<file path="config.mk">
export PLATFORM = sky130hd
export DESIGN_NAME = b2_mux_3_1_rr_arbiter_flat
export DESIGN_NICKNAME = d
export VERILOG_FILES = /design/src/rtl/b2_mux_3_1_rr_arbiter_pkg.sv /design/src/rtl/b2_mux_3_1_rr_arbiter_if.sv /design/src/rtl/b2_mux_3_1_correct.sv /design/src/rtl/b2_mux_3_1_rr_arbiter.sv /design/src/flat_wrapper.sv
export SDC_FILE = /design/constraint.sdc
export NUM_CORES = 1
export LEC_CHECK = 0
export BUFFER_PORTS_ARGS = -buffer_cell sky130_fd_sc_hd__buf_4
export CAP_MARGIN = 10
export CORE_ASPECT_RATIO = 0.9
export CORE_MARGIN = 2
export CORE_UTILIZATION = 58
export DETAILED_ROUTE_END_ITERATION = 8
export GPL_TIMING_DRIVEN = 0
export HOLD_SLACK_MARGIN = 0.1
export PLACE_DENSITY = 0.83
export SYNTH_ARGS = -nofsm -noshare
export SYNTH_HDL_FRONTEND = slang
export SYNTH_SLANG_ARGS = --single-unit
export TNS_END_PERCENT = 1
</file>
<file path="constraint.sdc">
create_clock -name clk -period 4.04 [get_ports clk]
set_clock_uncertainty 0.05 [all_clocks]
set_input_delay 0.202 -clock clk [delete_from_list [all_inputs] [get_ports clk]]
set_output_delay 0.202 -clock clk [all_outputs]
set_load 0.05 [all_outputs]
</file>
<file path="src/rtl/b2_mux_3_1_rr_arbiter_pkg.sv">
// Shared definitions for the 2-bit 3:1 mux round-robin arbiter.
//   - state_e      : arbiter FSM state encoding (IDLE / GRANT)
//   - SEL_D*       : mux select codes for the three data words
//   - IDLE_SEL_DEF : default select code driven while no grant is active
//   - DATA_W       : width of each requester data word
//   - onehot3()    : select index to one-hot grant vector
package mux_arb_pkg;

  typedef enum logic {
    IDLE  = 1'b0,
    GRANT = 1'b1
  } state_e;

  localparam int          DATA_W       = 2;
  localparam logic [1:0]  SEL_D0       = 2'b00;
  localparam logic [1:0]  SEL_D1       = 2'b01;
  localparam logic [1:0]  SEL_D2       = 2'b10;
  localparam logic [1:0]  IDLE_SEL_DEF = 2'b11;

  // Index 3 has no requester, so it maps to an empty grant.
  function automatic logic [2:0] onehot3(input logic [1:0] idx);
    logic [2:0] oh;
    oh = 3'b000;
    case (idx)
      SEL_D0:  oh = 3'b001;
      SEL_D1:  oh = 3'b010;
      SEL_D2:  oh = 3'b100;
      default: oh = 3'b000;
    endcase
    return oh;
  endfunction

endpackage

</file>
<file path="src/rtl/b2_mux_3_1_rr_arbiter_if.sv">
// Bus bundle between the requesters and the round-robin mux arbiter.
//   req      : requester i wants the mux (level)
//   d0/d1/d2 : data words of requesters 0/1/2
//   gnt      : one-hot registered grant, zero when idle
//   sel      : registered mux select (owner index or idle code)
//   y        : registered mux output
//   y_valid  : y holds data of a granted cycle
//   busy     : arbiter is in GRANT
// The master modport is the requester side, slave is the arbiter.
interface b2_mux_3_1_rr_arbiter_if;
  import mux_arb_pkg::*;

  logic [2:0]        req;
  logic [DATA_W-1:0] d0;
  logic [DATA_W-1:0] d1;
  logic [DATA_W-1:0] d2;
  logic [2:0]        gnt;
  logic [1:0]        sel;
  logic [DATA_W-1:0] y;
  logic              y_valid;
  logic              busy;

  modport master (
    output req, d0, d1, d2,
    input  gnt, sel, y, y_valid, busy
  );

  modport slave (
    input  req, d0, d1, d2,
    output gnt, sel, y, y_valid, busy
  );

endinterface

</file>
<file path="src/rtl/b2_mux_3_1_correct.sv">
// Combinational 2-bit 3:1 mux used as the select datapath of the arbiter.
//   d0_i/d1_i/d2_i : data inputs
//   sel_i          : 00 -> d0, 01 -> d1, 10 -> d2, 11 -> zero
//   y_o            : selected word
module b2_mux_3_1_correct
  import mux_arb_pkg::*;
(
  input  logic [DATA_W-1:0] d0_i,
  input  logic [DATA_W-1:0] d1_i,
  input  logic [DATA_W-1:0] d2_i,
  input  logic [1:0]        sel_i,
  output logic [DATA_W-1:0] y_o
);

  always_comb begin
    y_o = '0;
    case (sel_i)
      SEL_D0:  y_o = d0_i;
      SEL_D1:  y_o = d1_i;
      SEL_D2:  y_o = d2_i;
      default: y_o = '0;
    endcase
  end

endmodule

</file>
<file path="src/rtl/b2_mux_3_1_rr_arbiter.sv">
// Round-robin arbiter and sequencer for the shared 2-bit 3:1 mux.
// Three requesters compete; one is granted at a time for at most MAX_HOLD
// consecutive cycles, the mux select follows the owner, and the selected
// word is registered as y together with a valid strobe.
//   clk    : rising-edge clock
//   rst_n  : asynchronous active-low reset
//   bus    : slave side of the arbiter bus (req, d0..d2 in; gnt, sel, y,
//            y_valid, busy out)
// Parameters:
//   MAX_HOLD : max consecutive grant cycles per tenure (1..15)
//   IDLE_SEL : select code driven while no grant is active
module b2_mux_3_1_rr_arbiter
  import mux_arb_pkg::*;
#(
  parameter int         MAX_HOLD = 4,
  parameter logic [1:0] IDLE_SEL = IDLE_SEL_DEF
) (
  input  logic                    clk,
  input  logic                    rst_n,
  b2_mux_3_1_rr_arbiter_if.slave  bus
);

  localparam logic [3:0] MAX_HOLD_C = 4'(MAX_HOLD);

  // Round-robin search: last+1, last+2, last (mod 3). Result is
  // {found, index}; the previous owner is considered last so it only
  // wins again when nobody else is asking.
  function automatic logic [2:0] rr_pick(input logic [2:0] r,
                                         input logic [1:0] last);
    logic       found;
    logic [1:0] idx;
    int         cand;
    found = 1'b0;
    idx   = 2'b00;
    for (int k = 1; k <= 3; k++) begin
      cand = (int'(last) + k) % 3;
      if (!found && r[cand]) begin
        found = 1'b1;
        idx   = 2'(cand);
      end
    end
    return {found, idx};
  endfunction

  state_e            state_q, state_d;
  logic [1:0]        sel_q, sel_d;
  logic [2:0]        gnt_q, gnt_d;
  logic [3:0]        hold_q, hold_d;
  logic [1:0]        last_q, last_d;
  logic [DATA_W-1:0] y_q, y_d;
  logic              y_valid_q, y_valid_d;

  logic [2:0]        pick_idle;
  logic [2:0]        pick_rel;
  logic              owner_keeps;
  logic [DATA_W-1:0] mux_y;

  // While in GRANT, sel_q is the owner index, so it doubles as the owner
  // register and as the "last" used for the re-pick at release.
  assign pick_idle   = rr_pick(bus.req, last_q);
  assign pick_rel    = rr_pick(bus.req, sel_q);
  assign owner_keeps = bus.req[sel_q] && (hold_q < MAX_HOLD_C);

  always_comb begin
    state_d = state_q;
    sel_d   = sel_q;
    gnt_d   = gnt_q;
    hold_d  = hold_q;
    last_d  = last_q;
    case (state_q)
      IDLE: begin
        if (pick_idle[2]) begin
          state_d = GRANT;
          sel_d   = pick_idle[1:0];
          gnt_d   = onehot3(pick_idle[1:0]);
          hold_d  = 4'd1;
        end
      end
      GRANT: begin
        if (owner_keeps) begin
          hold_d = hold_q + 4'd1;
        end else begin
          last_d = sel_q;
          if (pick_rel[2]) begin
            // Back-to-back handover, or re-grant of a lone requester.
            sel_d  = pick_rel[1:0];
            gnt_d  = onehot3(pick_rel[1:0]);
            hold_d = 4'd1;
          end else begin
            state_d = IDLE;
            sel_d   = IDLE_SEL;
            gnt_d   = 3'b000;
            hold_d  = 4'd0;
          end
        end
      end
      default: begin
        state_d = IDLE;
        sel_d   = IDLE_SEL;
        gnt_d   = 3'b000;
        hold_d  = 4'd0;
      end
    endcase
  end

  b2_mux_3_1_correct u_mux (
    .d0_i  (bus.d0),
    .d1_i  (bus.d1),
    .d2_i  (bus.d2),
    .sel_i (sel_q),
    .y_o   (mux_y)
  );

  // y captures the word selected during a granted cycle, so it lags sel
  // by one cycle and simply holds while the arbiter is idle.
  assign y_d       = (state_q == GRANT) ? mux_y : y_q;
  assign y_valid_d = (state_q == GRANT);

  always_ff @(posedge clk or negedge rst_n) begin
    if (!rst_n) begin
      state_q   <= IDLE;
      sel_q     <= IDLE_SEL;
      gnt_q     <= 3'b000;
      hold_q    <= 4'd0;
      last_q    <= SEL_D2;
      y_q       <= '0;
      y_valid_q <= 1'b0;
    end else begin
      state_q   <= state_d;
      sel_q     <= sel_d;
      gnt_q     <= gnt_d;
      hold_q    <= hold_d;
      last_q    <= last_d;
      y_q       <= y_d;
      y_valid_q <= y_valid_d;
    end
  end

  assign bus.gnt     = gnt_q;
  assign bus.sel     = sel_q;
  assign bus.y       = y_q;
  assign bus.y_valid = y_valid_q;
  assign bus.busy    = (state_q == GRANT);

endmodule

</file>
<file path="src/flat_wrapper.sv">
// flat-port wrapper written by rule: the top's interface ports become plain ports
module b2_mux_3_1_rr_arbiter_flat import mux_arb_pkg::*;
#(
  parameter int         MAX_HOLD = 4,
  parameter logic [1:0] IDLE_SEL = IDLE_SEL_DEF
)
  (clk, rst_n, bus_req, bus_d0, bus_d1, bus_d2, bus_gnt, bus_sel, bus_y, bus_y_valid, bus_busy);
  b2_mux_3_1_rr_arbiter_if bus_i ();
  input  logic clk;
  input  logic rst_n;
  input wire logic [$bits(bus_i.req)-1:0] bus_req;
  input wire logic [$bits(bus_i.d0)-1:0] bus_d0;
  input wire logic [$bits(bus_i.d1)-1:0] bus_d1;
  input wire logic [$bits(bus_i.d2)-1:0] bus_d2;
  output wire logic [$bits(bus_i.gnt)-1:0] bus_gnt;
  output wire logic [$bits(bus_i.sel)-1:0] bus_sel;
  output wire logic [$bits(bus_i.y)-1:0] bus_y;
  output wire logic [$bits(bus_i.y_valid)-1:0] bus_y_valid;
  output wire logic [$bits(bus_i.busy)-1:0] bus_busy;
  assign bus_i.req = bus_req;
  assign bus_i.d0 = bus_d0;
  assign bus_i.d1 = bus_d1;
  assign bus_i.d2 = bus_d2;
  assign bus_gnt = bus_i.gnt;
  assign bus_sel = bus_i.sel;
  assign bus_y = bus_i.y;
  assign bus_y_valid = bus_i.y_valid;
  assign bus_busy = bus_i.busy;
  b2_mux_3_1_rr_arbiter #(.MAX_HOLD(MAX_HOLD), .IDLE_SEL(IDLE_SEL)) u_core (.clk(clk), .rst_n(rst_n), .bus(bus_i));
endmodule
</file>
==> run metrics, run 1 <==
r2r endpoint u_core.hold_q[0]; Mapped Cells 143; critical-path maximum fanout 9; Setup TNS Final 0 ns; share of cells above drive strength 1 0.257; drc violations 0; clk sinks 15; combinational cell fraction of total power 0.745; pin count of the biggest net entering global routing 16; row count 16; Switching Share 0.523; #FFs+latches synth 15; syn_area_per_cell 9.17 µm²; TritonCTS Buffers 3; global-route wire length before repair 5130 µm; CP Data Required Time 4.13 ns; Via Count 1178; Placer Congestion 0.889; maximum clock insertion buffer count 2; Crit. End Element register; Clock Latency Late Sink 0.27 ns; worst r2r src u_core.bus.sel[1]; core box area 2160 µm²; Final Setup Violations 0; Pint 0.689 mW; cell area power density 946 nW/µm²; io pins 20; Seq/Total Area, Yosys 0.289; GRT Overall Usage 0.258; critical path class reg -> reg; most frequent cells in the layout buf_4, dfrtp_1, a21oi_1, ha_1, inv_1; DR pass1 iterations 6; vias in the first global route 1138; maximum VDD drop 0.000629 V; clock share of power 0.054; Reg clk slew, reported paths 0.08 ns; post-route antenna net violation count 0; hpwl dp 2420 µm; actual slew at the worst max-slew pin 0.515 ns; CP Launch Type register; sequential power share 0.201; post-synthesis net count 164; Hold Fails Final Rpt 0; ys flop type dfrtp_1; Final Util 0.705; switching power 0.754 mW; die width 54.1 µm; vias per cell 6.07; CP Launch Point u_core.bus.sel[1]; CTS tree built; FF-to-FF setup slack 1.58 ns; Post-Place Setup Slack 1.61 ns; die area 2660 µm²; max-slew violations 0; number of synthesized flops with an enable pin 0; CTS resizes 0; Max-Cap Viols 0; Final period util 0.610; worst hold path depth 3; grt ovf 0; Critical Path End u_core.hold_q[0]; worst hold path type in -> reg; LEAKAGE 0.695 nW; Die Y 49.1 µm; initial antenna violation count 0; async set-or-reset flop fraction in the synthesized netlist 1.00; WL per Instance 15.7 µm; Diodes inserted 0; synth unique cells 56; filler instances 170; final setup margin 1.58 ns; Root Buffer clkbuf_4; CTS H-Tree Depth 1; worst reg-to-reg path cell count 8; DR iter-0 viols 44; most common cell after layout, fill and taps aside buf_4; Max-slew headroom 0.657; RSZ-0062 raised after global routing false; post-route minimum period 2.46 ns; status finished clean; FMAX 406 MHz; Layout Area Growth over Synthesis 16.3%; Worst EP arrival 2.55 ns; Final Net Count 189; Port Buf Inserts 19; mapped cell area 1310 µm²; final WL 3050 µm; Initial Util 0.606; Warnings, synthesis 0
## state kept, by name, indices dropped and copies added (netlist names)
signal / cells
u_core.hold_q: 4
u_core.bus.y_valid: 1
u_core.last_q: 2
u_core.bus.busy: 1
u_core.bus.sel: 2
u_core.bus.y: 2
u_core.bus.gnt: 3
## timing repair
item	in CTS	in global routing
setup buffers	0	0
endpoints found under the hold margin	15	0
hold buffers	1	0
## cell families (layout without fill, tap and decap cells)
logic type / after synthesis / after routing / share of synthesized area
AOI/OAI and AO/OA: 55 / 55 / 0.343
and+or+nand+nor: 42 / 42 / 0.179
buffers and inverters: 18 / 42 / 0.0687
DFF: 15 / 15 / 0.289
adders and majority gates: 10 / 10 / 0.0954
muxes: 3 / 3 / 0.0248
## area by class of cell
cell class / count / area, µm² / area share
Multi-Input combinational cell: 110 / 842 / 0.552
Tap cell: 27 / 33.8 / 0.0221
Timing Repair Buffer: 20 / 153 / 0.100
Inverter: 10 / 37.5 / 0.0246
Clock buffer: 3 / 22.5 / 0.0148
Buffer: 8 / 52.6 / 0.0345
Clock inverter: 1 / 5.00 / 0.00328
Sequential cell: 15 / 379 / 0.249
## synth_stat cells (all sizes together), types with 3 or more instances
cell | n | area, µm²
a21oi | 11 | 66.3
dfrtp | 12 | 300
nor2 | 8 | 30.0
dfstp | 3 | 78.8
buf | 7 | 48.8
nor2b | 7 | 43.8
ha | 10 | 125
a32o | 3 | 31.3
o21ai | 7 | 35.0
o21a | 3 | 23.8
a22o | 3 | 26.3
nand2b | 8 | 50.1
a31oi | 4 | 31.3
nand2 | 8 | 30.0
inv | 10 | 37.5
## critical path, stage by stage (launching register included)
cell and delay (ns):
dfstp_2 0.62, inv_1 0.13, ha_1 0.22, buf_6 0.13, a22o_1 0.22, o21a_2 0.25, nor4_1 0.44, mux2_1 0.21
a21oi_1 0.06
## worst min-delay path by stage
| stage | from | to | slack [ns] |
|---|---|---|---|
| 4_1_cts | bus_d1[0] | u_core.bus.y[0] | 0.19 |
| 6_report | bus_d1[0] | u_core.bus.y[0] | 0.19 |
| 2_1_floorplan | rst_n | u_core.bus.busy | -0.14 |
| 3_5_place_dp | rst_n | u_core.bus.y_valid | 0.009 |
| 5_1_grt | bus_d1[1] | u_core.bus.y[1] | 0.21 |
| 3_3_place_gp | rst_n | u_core.bus.y_valid | 0.006 |
## metrics by stage
stage	total power [mW]	instances	hold WS (ns)	instance area, µm²
after floorplan	1.10	143	-0.144	1310
after global placement	1.31	189	0.00582	1490
after detailed placement	1.35	189	0.00901	1490
after CTS	1.44	194	0.191	1530
after global routing	1.56	194	0.214	1530
final	1.44	194	0.191	1530
## power groups by stage
stage	logic, mW	registers (mW)	clock network (mW)
final	1.07	0.290	0.0779
after global routing	1.17	0.300	0.0888
after CTS	1.06	0.289	0.0836
after detailed placement	1.06	0.292	0
after global placement	1.02	0.285	0
after floorplan	0.689	0.416	0
## layer usage
metal / GRT usage / share of wire / vias to the layer above
met5: 0 / 0 / -
met4: 0.0750 / 0.0036 / 0
met3: 0.0123 / 0.036 / 2
met2: 0.408 / 0.50 / 24
met1: 0.378 / 0.46 / 571
li1: - / - / 581
No activity file was read; power rests on OpenSTA's default activity.
==> inputs of run 2 (changes only) <==
ABC_AREA = 1   (was default)
CORE_UTILIZATION = 55   (was 58)
PLACE_DENSITY = 0.8   (was 0.83)
clock period = 2.5 ns   (was 4.04 ns; I/O delays follow)
==> run metrics, run 2 <==
cell mode on critical path nand2_1; met3 wire len 123 µm; Root Buffer clkbuf_4; register name with the most flops u_core.hold_q; most common cell after layout, fill and taps aside nand2_1; Setup TNS Final 0 ns; Synth Area in Compound Gates 0.0934; Adder-Cell Fraction of Synth Area 0.102; row count 16; maximum clock insertion buffer count 2; Final Util 0.677; syn_area_per_cell 7.08 µm²; Diodes inserted 0; max incr delay on CP 0.58 ns; CTS tree built; Synth Area in Simple Gates 0.424; Initial Util 0.575; FMAX 446 MHz; placed cell area 1400 µm²; CTS H-Tree Depth 1; synth unique cells 25; Placer Congestion 0.910; Clock Latency Late Sink 0.28 ns; critical path class reg -> reg; Max-slew headroom 0.722; Final period util 0.898; Seq/Total Area, Yosys 0.308; global-route wire length before repair 4690 µm; final WL 2820 µm; DR top layer met4; hpwl dp 2280 µm; met2 wire len 1430 µm; Finished Cell Area 1450 µm²; DR iter-0 viols 43; CP Data Required Time 2.62 ns; Layout Area Growth over Synthesis 17.7%; Mapped Cells 174; TritonCTS Buffers 3; post-synthesis mux area share 0; most frequent cells after synthesis nand2_1, nand3_1, nor2_1, inv_1, dfrtp_1; die area 2640 µm²; ys flop type dfrtp_1; Post-Place Setup Slack 0.222 ns; clk sinks 15; DR pass1 iterations 4; die width 53.9 µm; largest family of logic cells by synthesized area simple AND/OR/NAND/NOR gates; final setup margin 0.255 ns; Max-Cap Viols 0; #FFs+latches synth 15; RSZ-0062 raised after global routing false; post-synth top area cell dfrtp_1; vias per cell 5.51; Hold Fails Final Rpt 0; core box area 2140 µm²; Synth top area share 0.244; Synth area leaders dfrtp_1, nand2_1, ha_1; GRT Overall Usage 0.245; filler instances 198; Final Net Count 219; critical-path maximum fanout 8; grt ovf 0; Die Y 48.9 µm; async set-or-reset flop fraction in the synthesized netlist 1.00; most frequent cells in the layout nand2_1, nand3_1, buf_4; max FFs per register 4; post-synthesis net count 195; vias in the first global route 1153; post-route minimum period 2.24 ns; Port Buf Inserts 18; Via Count 1235; share of cells above drive strength 1 0.254; Reg clk slew, reported paths 0.08 ns; WL per Instance 12.6 µm; cell with the most instances after synthesis nand2_1; mapped cell area 1230 µm²; initial antenna violation count 0; M1 WL 1220 µm; setup bufs post-CTS 0; pin count of the biggest net entering global routing 16; Final Setup Violations 0; drc violations 0; io pins 20; slowest stage cell, crit path dfstp_2; post-route antenna net violation count 0; Warnings, synthesis 0; worst hold path type in -> reg; status finished clean; actual slew at the worst max-slew pin 0.415 ns; Crit. End Element register; CP cell instances inv_1, ha_4, inv_2, nand2_1, nand3_1, nand2_1, nand3_1, nand2_1, nand2_1, nand3_1, nand2_1, nand2_1, nand2_1; post-synthesis xor/xnor area fraction 0; max-slew violations 0; Worst EP arrival 2.37 ns; number of synthesized flops with an enable pin 0; CP Launch Type register
run 2: changes by cell type after synthesis, moves of 3 or more:
cell      delta
a31oi_1      -3
nand3_1     +25
nand2b_1     -8
buf_4        -3
a21oi_1     -10
nor2_1       +6
nor2b_1      -7
inv_1        +4
nand2_2      +4
nand2_1     +47
inv_2        +4
nor2_2       +4
o21ai_2      +4
buf_2        -3
run 2: path summary, 6_finish.rpt:
kind                                     endpoint  cells past startpoint               from  slack (ns)
worst max-delay path            u_core.bus.gnt[0]                     13  u_core.bus.sel[0]        0.26
worst min-delay path              u_core.bus.y[1]                      4          bus_d0[1]        0.12
worst max register to register  u_core.bus.gnt[0]                     13  u_core.bus.sel[0]        0.26
worst min register to register   u_core.hold_q[2]                      2   u_core.hold_q[2]        0.44
max in group asynchronous        u_core.last_q[1]                      2              rst_n        1.98
min in group asynchronous         u_core.bus.y[0]                      2              rst_n        0.17
run 2: cell families after synthesis:
logic type                 Yosys count
adders and majority gates           10
AOI/OAI and AO/OA                   16
and+or+nand+nor                    113
buffers and inverters               20
DFF                                 15
run 2: layout make-up:
cell class,count,area (µm²),area share
multi-input combinational,139,776,0.535
sequential,15,379,0.261
timing repair buffer,19,145,0.100
inverter,18,67.6,0.0466
tap,27,33.8,0.0233
clock buffer,4,26.3,0.0181
buffer,2,22.5,0.0155
run 2: routing by layer:
metal,track usage,vias to the layer above
met5,0,-
li1,-,621
met1,0.284,579
met3,0.0644,5
met4,0.0641,0
met2,0.431,30
run 2: worst max-delay path: cells and delay by family (launching register included):
kind | cells | cell delay (ns)
AND/OR/NAND/NOR | 10 | 0.92
flip-flops | 1 | 0.58
adder cells (fa/ha/maj) | 1 | 0.35
buffers and inverters | 2 | 0.24
run 2: repair_timing:
action	CTS	global route
hold endpoints to repair	15	0
endpoints found under the setup margin	0	1
hold buffers	1	0
resized for setup	0	1
run 2: through the flow:
step | instances | hold slack (ns)
after floorplan | 174 | -0.221
after CTS | 224 | 0.145
after global placement | 219 | -0.0701
final | 224 | 0.122
after global routing | 224 | 0.118
after detailed placement | 219 | -0.0671
Power of run 2 is left out: the tool's default activity adds up to more than one toggle a clock period on the data nets, which glitch-free logic cannot reach.
